==> src/rtl/sat_adder_pkg.sv <==
// -----------------------------------------------------------------------------
// sat_adder_pkg
// Shared constants and helpers for the saturating adder.
//   SAT_ADDER_WIDTH_DEFAULT      default operand/ceiling/result width
//   SAT_ADDER_CNT_WIDTH_DEFAULT  default saturation-event counter width
//   wide_opd_t / wide_sum_t      widest supported operand and its carry-extended sum
//   sat_wide_sum()               carry-preserving unsigned add of two operands
// -----------------------------------------------------------------------------
package sat_adder_pkg;

    localparam int unsigned SAT_ADDER_WIDTH_DEFAULT     = 8;
    localparam int unsigned SAT_ADDER_CNT_WIDTH_DEFAULT = 16;

    // Operands up to this many bits are supported by the shared sum helper.
    localparam int unsigned SAT_ADDER_MAX_WIDTH = 64;

    typedef logic [SAT_ADDER_MAX_WIDTH-1:0] wide_opd_t;
    typedef logic [SAT_ADDER_MAX_WIDTH:0]   wide_sum_t;

    // The extra MSB keeps the carry, so the sum never wraps.
    function automatic wide_sum_t sat_wide_sum(input wide_opd_t a, input wide_opd_t b);
        return wide_sum_t'(a) + wide_sum_t'(b);
    endfunction

endpackage

==> src/rtl/sat_adder_core.sv <==
// -----------------------------------------------------------------------------
// sat_adder_core
// Purely combinational clamp: result = min(a + b, max).
//   a, b    in   WIDTH  unsigned operands
//   max     in   WIDTH  unsigned ceiling
//   result  out  WIDTH  clamped sum
//   sat     out  1      sum exceeded max (equality does not saturate)
// WIDTH must not exceed SAT_ADDER_MAX_WIDTH.
// -----------------------------------------------------------------------------
module sat_adder_core
    import sat_adder_pkg::*;
#(
    parameter int unsigned WIDTH = SAT_ADDER_WIDTH_DEFAULT
) (
    input  logic [WIDTH-1:0] a,
    input  logic [WIDTH-1:0] b,
    input  logic [WIDTH-1:0] max,
    output logic [WIDTH-1:0] result,
    output logic             sat
);

    wide_sum_t sum;

    // The compare uses the full carry-extended sum so that a carry-out
    // always exceeds any WIDTH-bit ceiling.
    always_comb begin
        sum    = sat_wide_sum(wide_opd_t'(a), wide_opd_t'(b));
        sat    = (sum > wide_sum_t'(max));
        result = sat ? max : sum[WIDTH-1:0];
    end

endmodule

==> src/rtl/sat_adder.sv <==
// -----------------------------------------------------------------------------
// sat_adder
// Unsigned saturating adder with a registered result, valid pipeline,
// saturation flag and a sticky saturation-event counter.
//   _m_clk        in   1          rising-edge clock
//   _m_rst_n      in   1          asynchronous active-low reset
//   _m_a, _m_b    in   WIDTH      unsigned operands
//   _m_max        in   WIDTH      saturation ceiling, sampled with the operands
//   _m_in_valid   in   1          operands/ceiling valid this cycle
//   _m_cnt_clr    in   1          synchronous counter clear (wins over increment)
//   __output      out  WIDTH      min(A+B, max)
//   _m_out_valid  out  1          __output holds a new result
//   _m_saturated  out  1          result was clamped
//   _m_sat_cnt    out  CNT_WIDTH  clamped results since reset/clear, sticks at all-ones
// Build option: define SAT_ADDER_COMB_OUT_EN for a latency-0 combinational
// result path (__output, _m_saturated, _m_out_valid); the counter stays
// registered. Default build registers the result with latency 1.
// -----------------------------------------------------------------------------
module sat_adder
    import sat_adder_pkg::*;
#(
    parameter int unsigned WIDTH     = SAT_ADDER_WIDTH_DEFAULT,
    parameter int unsigned CNT_WIDTH = SAT_ADDER_CNT_WIDTH_DEFAULT
) (
    input  logic                 _m_clk,
    input  logic                 _m_rst_n,
    input  logic [WIDTH-1:0]     _m_a,
    input  logic [WIDTH-1:0]     _m_b,
    input  logic [WIDTH-1:0]     _m_max,
    input  logic                 _m_in_valid,
    input  logic                 _m_cnt_clr,
    output logic [WIDTH-1:0]     __output,
    output logic                 _m_out_valid,
    output logic                 _m_saturated,
    output logic [CNT_WIDTH-1:0] _m_sat_cnt
);

    logic [WIDTH-1:0] core_result;
    logic             core_sat;

    sat_adder_core #(
        .WIDTH (WIDTH)
    ) u_core (
        .a      (_m_a),
        .b      (_m_b),
        .max    (_m_max),
        .result (core_result),
        .sat    (core_sat)
    );

    // Saturation-event counter: clear has priority, then a sticky increment.
    always_ff @(posedge _m_clk or negedge _m_rst_n) begin
        if (!_m_rst_n) begin
            _m_sat_cnt <= '0;
        end else if (_m_cnt_clr) begin
            _m_sat_cnt <= '0;
        end else if (_m_in_valid && core_sat && (_m_sat_cnt != '1)) begin
            _m_sat_cnt <= _m_sat_cnt + 1'b1;
        end
    end

`ifdef SAT_ADDER_COMB_OUT_EN
    always_comb begin
        __output     = core_result;
        _m_saturated = core_sat;
        _m_out_valid = _m_in_valid;
    end
`else
    // Result and flag load only on valid; otherwise they hold their last value.
    always_ff @(posedge _m_clk or negedge _m_rst_n) begin
        if (!_m_rst_n) begin
            __output     <= '0;
            _m_saturated <= 1'b0;
            _m_out_valid <= 1'b0;
        end else begin
            _m_out_valid <= _m_in_valid;
            if (_m_in_valid) begin
                __output     <= core_result;
                _m_saturated <= core_sat;
            end
        end
    end
`endif

endmodule

==> config.mk <==
export PLATFORM = sky130hd
export DESIGN_NAME = sat_adder
export DESIGN_NICKNAME = d
export VERILOG_FILES = /design/src/rtl/sat_adder_pkg.sv /design/src/rtl/sat_adder_core.sv /design/src/rtl/sat_adder.sv
export SDC_FILE = /design/constraint.sdc
export NUM_CORES = 1
export LEC_CHECK = 0
export CORE_UTILIZATION = 51
export CTS_CLUSTER_SIZE = 16
export DETAILED_ROUTE_END_ITERATION = 7
export GPL_TIMING_DRIVEN = 0
export PLACE_DENSITY = 0.85
export SKIP_LAST_GASP = 1
export SYNTH_ARGS = -nofsm -noshare
export SYNTH_HDL_FRONTEND = slang
export SYNTH_HIERARCHICAL = 1
export SYNTH_SLANG_ARGS = --single-unit
==> constraint.sdc <==
create_clock -name _m_clk -period 4 [get_ports _m_clk]
set_input_delay 0.8 -clock _m_clk [delete_from_list [all_inputs] [get_ports _m_clk]]
set_output_delay 0.8 -clock _m_clk [all_outputs]
set_load 0.01 [all_outputs]
### Yosys cells after proc, flatten, opt, wreduce, memory -nomap -nowiden

Cells that the tools add are included.

* register bits: 26
* bits in latches: 0
* memory bits (writable): 0
* bits in read-only memories: 0
* input port bits: 28
* output and inout port bits: 26
* word-level logic and storage cells: 14
* memories kept: 0

* add/subtract/negate cells: 2
* $mul: 0
* divide/modulo/power cells: 0
* order comparisons: 1
* eq/ne operators: 1
* shifts and indexed selects: 0
* muxes and demuxes: 3
* bitwise operators: 0
* reduce and logical (&&, ||, !) cells: 3

Operators with widths (count)
* $gt A65 B8 Y1: 1
* $mux W16: 2
* $add A16 B1 Y16 const B: 1
* $ne A16 B16 Y1 const B: 1
* $add A8 B8 Y9: 1
* $mux W8: 1
* $logic_and A1 B1 Y1: 2
* $reduce_bool A2 Y1: 1

### Logic depth before layout (Yosys ltp)

Gate-level depths: netlist of the first run.

* depth in word-level cells: 6
* depth in mapped cells: 15
* mapped depth without buffers: 14

### Modules after synthesis

Netlist of the first run, hierarchy kept.

Modules (own cells, without submodules)
* sat_adder: instances 1, cells each 119, area an instance 1251.2 um2, sequential area each 650.6 um2
* sat_adder_core: instances 1, cells each 70, area an instance 625.6 um2, sequential area each 0.0 um2

### Least setup slack after synthesis of the first run

OpenSTA, ideal clock, no wires.

* path type: input to register
* from: input port _m_a[0]
* to: register _m_sat_cnt[15]
* setup time: 0.125 ns
* arrival time: 4.174 ns
* slack: -0.299 ns
* stages on the path: 15
* cell sequence: ha_1 fa_1 a21o_1 a221o_1 xor2_1 ha_1 a211o_1 a211oi_1 o221ai_1 a221o_1 buf_6 nand2_1 or3_1 nand4bb_1 mux2_2

* cells in the longest elaborated chain, start to end: 5

Ends and longest elaborated chain
* start, declared: line sat_adder.sv:27 `input logic [WIDTH-1:0] _m_a,`
* $add A8 B8 Y9: line sat_adder_pkg.sv:22 `return wide_sum_t'(a) + wide_sum_t'(b);`
* $gt A65 B8 Y1: line sat_adder_core.sv:28 `sat = (sum > wide_sum_t'(max));`
* net core_sat: line sat_adder.sv:39 `logic core_sat;`
* $logic_and A1 B1 Y1 (2 in series): line sat_adder.sv:57 `end else if (_m_in_valid && core_sat && (_m_sat_cnt != '1)) begin`
* $reduce_bool A2 Y1 (no line)
* end signal, assigned: line sat_adder.sv:58 `_m_sat_cnt <= _m_sat_cnt + 1'b1;`
* end, declared: line sat_adder.sv:35 `output logic [CNT_WIDTH-1:0] _m_sat_cnt`

The timed path passes the listed nets, and every way through them passes these cells.
A chain may end at the register's enable or synchronous reset.

### Worst setup path after layout of the first run

* from: input port _m_a[3]
* to: register __output[6]

* cells in the longest elaborated chain, start to end: 3

Ends and longest elaborated chain
* $add A8 B8 Y9: line sat_adder_pkg.sv:22
* $gt A65 B8 Y1: line sat_adder_core.sv:28
* net core_sat: line sat_adder.sv:39
* $mux W8: line sat_adder_core.sv:29 `result = sat ? max : sum[WIDTH-1:0];`
* net core_result[6]: line sat_adder.sv:38 `logic [WIDTH-1:0] core_result;`
* end signal, assigned: line sat_adder.sv:78 `__output <= core_result;`
* end, declared: line sat_adder.sv:32 `output logic [WIDTH-1:0] __output,`

The timed path passes the listed nets, and every way through them passes these cells.

==> results of run 1 <==
critical path, cell delays in order:
cell           delay [ns]
dlygate4sd2_1        0.28
ha_4                 0.28
and3_1               0.20
a221o_1              0.39
xor2_2               0.18
ha_1                 0.33
a211o_1              0.32
a211oi_2             0.23
o221ai_2             0.13
a221o_1              0.33
buf_6                0.15
buf_12               0.13
buf_6                0.10
mux2_4               0.29
mux2_4               0.26
through the flow:
stage	area, µm²	cells	total power (W)	setup TNS [ns]
after floorplan	1920	189	0.000510	-0.0604
after global placement	2500	287	0.000633	-12.93
after CTS	2710	299	0.000904	-1.18
final	2900	307	0.000998	-2.91
after detailed placement	2500	287	0.000640	-14.21
after global routing	2900	307	0.00104	-3.75
cell usage after synthesis, types with 2 or more instances:
library cell | n | area [µm²]
dfrtp_1 | 26 | 651
a21oi_1 | 19 | 95.1
ha_1 | 17 | 213
inv_1 | 12 | 45.0
mux2_2 | 10 | 113
mux2_4 | 8 | 120
nand2_1 | 8 | 30.0
nand4_1 | 8 | 50.1
nor2_1 | 8 | 30.0
o21ai_0 | 8 | 40.0
o31ai_1 | 7 | 52.6
or4_1 | 6 | 45.0
a21o_1 | 5 | 37.5
nand3_1 | 5 | 25.0
or3_1 | 5 | 31.3
or2_2 | 3 | 18.8
xor2_1 | 3 | 26.3
a211o_1 | 2 | 17.5
a221o_1 | 2 | 20.0
nor2b_1 | 2 | 12.5
nor3_1 | 2 | 10.0
nor4_1 | 2 | 12.5
xnor2_1 | 2 | 17.5
worst max-delay path by stage:
stage               startpoint              to  cells past startpoint
floorplan              _m_a[0]  _m_sat_cnt[14]                     15
global placement       _m_a[0]  _m_sat_cnt[15]                     16
detailed placement     _m_a[0]  _m_sat_cnt[15]                     16
CTS                    _m_b[0]  _m_sat_cnt[13]                     17
global route           _m_a[0]     __output[4]                     16
finish                 _m_a[3]     __output[6]                     15
registers in the layout (all words and copies together), names as in the netlist:
signal	flops
_m_sat_cnt	16
__output	8
_m_out_valid	1
_m_saturated	1
power by group through the flow:
stage          sequential, W  combinational, W  clock, W
2_1_floorplan       0.000329          0.000181         0
3_3_place_gp        0.000316          0.000318         0
3_5_place_dp        0.000316          0.000324         0
4_1_cts             0.000312          0.000375  0.000218
5_1_grt             0.000319          0.000489  0.000229
6_report            0.000315          0.000467  0.000217
layer usage:
metal	up-vias	track usage (%)	wire length (µm)
met1	960	32.3	2380
met3	22	4.01	443
met5	-	0	0
li1	861	-	-
met4	0	6.10	213
met2	119	42.4	2960
placed cells by master (no fill, tap or decap), types with 2 or more instances in the layout:
cell             instances
a211o_1                  2
a21o_1                   5
a21oi_1                 13
a21oi_2                  6
a221o_1                  2
buf_4                    8
buf_6                   10
clkbuf_2                 2
clkbuf_8                 3
clkdlybuf4s50_1         40
dfrtp_1                 26
dlygate4sd2_1            7
ha_1                    11
ha_4                     6
inv_1                   12
mux2_4                  17
nand2_1                  7
nand3_1                  4
nand4_1                  8
nor2_1                   7
nor2b_1                  2
nor3_1                   2
nor4_1                   2
o21ai_0                  6
o31ai_1                  5
o31ai_2                  2
or2_2                    2
or3_1                    4
or3_4                    2
or4_4                    6
xnor2_1                  2
xor2_1                   2
repair_timing:
action | CTS | global route
cloned | 0 | 0
hold buffers | 0 | 0
setup buffers | 8 | 9
gates resized for setup | 30 | 37
pin swaps | 20 | 21
setup endpoints to repair | 24 | 24
layout make-up:
class                   instances  share of cell area [%]
multi-input cells             147                    47.9
repair buffers                 68                    22.9
flip-flops and latches         26                    22.4
well taps                      46                    1.98
inverters                      12                    1.55
clock buffers                   3                    1.42
clock inverters                 1                    1.03
plain buffers                   4                   0.819
logic make-up after synthesis:
logic type	Yosys count	share of synthesized area, %
buffers and inverters	16	3.67
DFF	26	34.7
muxes	18	12.4
adders and majority gates	18	12.4
xor gates and xnor gates	5	2.33
and+or+nand+nor	58	18.5
AOI/OAI and AO/OA	48	16.0
==> metrics.csv, run 1 <==
metric,value,unit
timing.rr.start,_m_sat_cnt[3],
grt_pass1_vias,1702,
startpoint_type,input port,
synthToLayoutAreaGrowth,54.7,%
post-route-period-util,107,%
status,finished with violations,
synthArstFlopShare,100,%
cts_buffers,3,
cts_tree,yes,
setup_violations,21,
hold_viol_final,0,
first_iter_violations,174,
dr.pass1.iters,4,
hold_slack,0.519,ns
ys_seq_area_share,34.7,%
swShare,29.6,%
initial_core_util,54.5,%
synth_cell_types,42,
grt_max_degree,27,
ios,54,
slew_viol_final,0,
cap_violations,0,
finalNetCount,308,
reg2reg_to,_m_sat_cnt[0],
diodes,0,
ir_drop,288,µV
wl,5990,µm
drive_gt1_share,30.7,%
die_x,62.7,µm
power_density,344,mW/mm²
hp-class,reg -> reg,
antenna_left,0,
root_buffer,clkbuf_8,
rows,21,
hold_end,__output[1],
final_util,84.4,%
leakage,1.24,nW
crit_type,in -> reg,
violations,negative setup slack,
fin_ws,-0.263,ns
wl_per_cell,19.5,µm
grt_pass1_wl,7800,µm
die_area,0.00393,mm²
io_buffers,52,
cts_buffer_depth,2,
preCtsSetupSlack,-0.763,ns
antenna_found_initial,0,
internal-power,0.000703,W
synth.net_count,235,
tightest_slew,1.23,ns
combPwrFrac,46.7,%
synth_seq_cells,26,
synth_edf_count,0,
synth_area_per_cell,9.93,µm²
syn_area,0.00188,mm²
syn_inst,189,
multiInputGateArea,0.00139,mm²
r2r_cells,4,
synth_ff_type,dfrtp_1,
place_hpwl,3080,µm
skew,0.00596,ns
crit_path_max_fanout,5,
post-route-drc-count,0,
arrival,4.42,ns
hp-start,__output[1],
required,4.16,ns
slew_headroom,17.2,%
vias_per_cell,6.39,
fmax,235,MHz
hold-path-cell-count,1,
cp-end-kind,flip-flop,
core_area,0.00344,mm²
area.sequential,651,µm²
r2r_setup_slack,1.44,ns
clock_power_share,21.7,%
switchingPower,0.000296,W
die_y,62.7,µm
num_vias,1962,
rsz0062_at_grt,true,
clkTransAtPathRegs,0.09,ns
worst_skew_pair.late_latency,0.27,ns
pwr-share-seq,31.6,%
grt_util_all_layers,24.7,%
fillers,171,
synth_warnings,6,
gp_congestion,0.793,
gr-total-overflow,0,
cts.sinks,26,
h-tree-depth,1,
fin_crit,4.26,ns
Power figures use the tool's default switching activity.
==> run 2: changes to the inputs <==
- TNS_END_PERCENT: not set -> 10
==> run 2 against run 1 <==
  * The run still ends with negative setup slack left
  * Die area did not move
  * Final cell count down 0.33%
  * Via count decreased by 5.9%
  * First-iteration DRC count is 28% lower
  * Sequential share of layout area increased by 0.83 points
  * Worst setup slack better by 0.17 ns
  * Sequential power about the same
  * Worst hold slack got worse by 0.0037 ns
  * Clock power increased by 3%
  * Clock-buffer cell count stayed put
  * Critical path depth unchanged
  * Clock skew shrank 0.0021 ns
  * Critical path type unchanged
  * Highest routed layer unchanged
==> metrics.csv, run 2 (synthesis gave the netlist of run 1 again) <==
metric,value,unit,change
status,finished with violations,,
violations,negative setup slack,,
antenna_found_initial,0,,unchanged
startpoint_type,input port,,
layout_commonest_cell,clkdlybuf4s50_1,,
wl_per_cell,17.1,µm,-13%
io_buffers,52,,unchanged
hold_slack,0.515,ns,-0.00369 ns
grt_pass1_vias,1673,,-1.7%
initial_core_util,54.5,%,unchanged
timing.rr.start,_m_sat_cnt[0],,
gr-total-overflow,0,,unchanged
rsz0062_at_grt,true,,
critPathLaunch,_m_b[0],,
tightest_slew,1.12,ns,-0.116 ns
slew_headroom,25.4,%,+8.3 points
gp_congestion,0.790,,-0.33%
reg_top3,"_m_sat_cnt: 16 flops, __output: 8 flops",,
antenna_left,0,,unchanged
stdcell_area,0.00280,mm²,-3.6%
dr.pass1.iters,4,,unchanged
grt_pass1_wl,7800,µm,unchanged
die_x,62.7,µm,unchanged
cts.sinks,26,,unchanged
largest-register,_m_sat_cnt,,
rows,21,,unchanged
post-route-drc-count,0,,unchanged
cp-end-kind,flip-flop,,
required,4.17,ns,about the same
num_vias,1846,,-5.9%
die_area,0.00393,mm²,unchanged
diodes,0,,unchanged
power_density,336,mW/mm²,-2.2%
first_iter_violations,125,,-28%
largest_reg_flops,16,,unchanged
drive_gt1_share,25.4,%,-5.3 points
cts_tree,yes,,
clkTransAtPathRegs,0.09,ns,about the same
root_buffer,clkbuf_8,,
hold_viol_final,0,,unchanged
h-tree-depth,1,,unchanged
cts_buffer_depth,2,,unchanged
hp-class,reg -> reg,,
place_area,0.00247,mm²,-1.2%
arrival,4.27,ns,-0.15 ns
ios,54,,unchanged
fillers,196,,+15%
die_y,62.7,µm,unchanged
leakage,1.19,nW,-4.2%
slew_viol_final,0,,unchanged
place_hpwl,3140,µm,+2.0%
fin_crit,4.09,ns,-0.171 ns
grt_max_degree,27,,unchanged
finalNetCount,307,,-0.32%
synthToLayoutAreaGrowth,49.2,%,
worst_skew_pair.late_latency,0.28,ns,about the same
final_util,81.4,%,-3.0 points
skew,0.00385,ns,-0.00211 ns
cts_buffers,3,,unchanged
cap_violations,0,,unchanged
fmax,244,MHz,+4.2%
hp-start,__output[2],,
area.sequential,651,µm²,unchanged
post-route-period-util,102,%,-4.3 points
ir_drop,391,µV,+36%
layout_common_cells,"40 x clkdlybuf4s50_1, 26 x dfrtp_1, 17 x a21oi_1",,
core_area,0.00344,mm²,unchanged
layoutNonFillerInstCount,306,,-0.33%
grt_util_all_layers,25.0,%,+0.31 points
dpl.cell_count,287,,unchanged
crit_type,in -> reg,,
fin_ws,-0.0914,ns,+0.171 ns
vias_per_cell,6.03,,-5.6%
setup_violations,15,,-29%
wl,5220,µm,-13%
crit_path_max_fanout,6,,+1
multiInputGateArea,0.00132,mm²,-5.2%
-- run 2: changes by cell type in the layout (fill, tap and decap cells not counted), moves of 2 or more --
cell,delta
buf_4,+3
a21oi_1,+4
mux2_4,-5
o21ai_0,+2
a21oi_2,-4
or4_1,+4
buf_6,-4
or4_4,-4
mux2_2,+5
-- run 2: where the power goes --
part	switching [W]	internal [W]	total [W]
clock network	0.0000893	0.000134	0.000223
registers	0.0000208	0.000293	0.000314
logic	0.000168	0.000236	0.000404
-- run 2: final cells by class --
| type | instances | share of cell area, % |
|---|---|---|
| clock buffer | 3 | 1.47 |
| sequential | 26 | 23.2 |
| tap | 46 | 2.06 |
| inverter | 12 | 1.61 |
| timing repair buffer | 67 | 22.7 |
| multi-input combinational | 147 | 47.1 |
| clock inverter | 1 | 1.07 |
| buffer | 4 | 0.849 |
-- run 2: path summary, 6_finish.rpt --
kind / cells past startpoint / to / slack, ns
max in group asynchronous: 1 / _m_sat_cnt[1] / 2.22
max: 15 / __output[3] / -0.09
min: 1 / __output[2] / 0.52
max reg2reg: 5 / _m_sat_cnt[15] / 1.75
min in group asynchronous: 1 / _m_sat_cnt[12] / 1.11
min reg2reg: 1 / __output[2] / 0.52
-- run 2: stage by stage --
| step | power, W | setup TNS, ns | worst slack (ns) |
|---|---|---|---|
| CTS | 0.000893 | -1.07 | -0.123 |
| finish | 0.000942 | -0.903 | -0.0914 |
| detailed placement | 0.000638 | -15.13 | -0.831 |
| global route | 0.000980 | -2.69 | -0.184 |
| global placement | 0.000629 | -13.74 | -0.771 |
| floorplan | 0.000507 | -0.397 | -0.122 |
-- run 2: per-layer routing --
layer / track usage (%) / part of all wire, % / vias to the layer above
li1: - / - / 863
met1: 36.2 / 44 / 903
met2: 39.4 / 50 / 71
met3: 4.20 / 5.6 / 9
met4: 4.94 / 0.84 / 0
met5: 0 / 0 / -
-- run 2: what timing repair did --
item | CTS | global route
resized for setup | 36 | 14
setup buffers | 7 | 8
pin swaps | 12 | 16
endpoints found under the setup margin | 25 | 24
hold buffers | 0 | 0
-- run 2: worst max-delay path, cell delays in order --
cell and delay (ns):
buf_6 0.10, ha_4 0.15, fa_2 0.34, a21o_1 0.20, a221o_1 0.35, xor2_1 0.23, ha_1 0.30, a211o_1 0.30
a211oi_2 0.19, o221ai_2 0.14, a221o_1 0.32, buf_6 0.15, buf_8 0.14, mux2_4 0.30, mux2_4 0.26
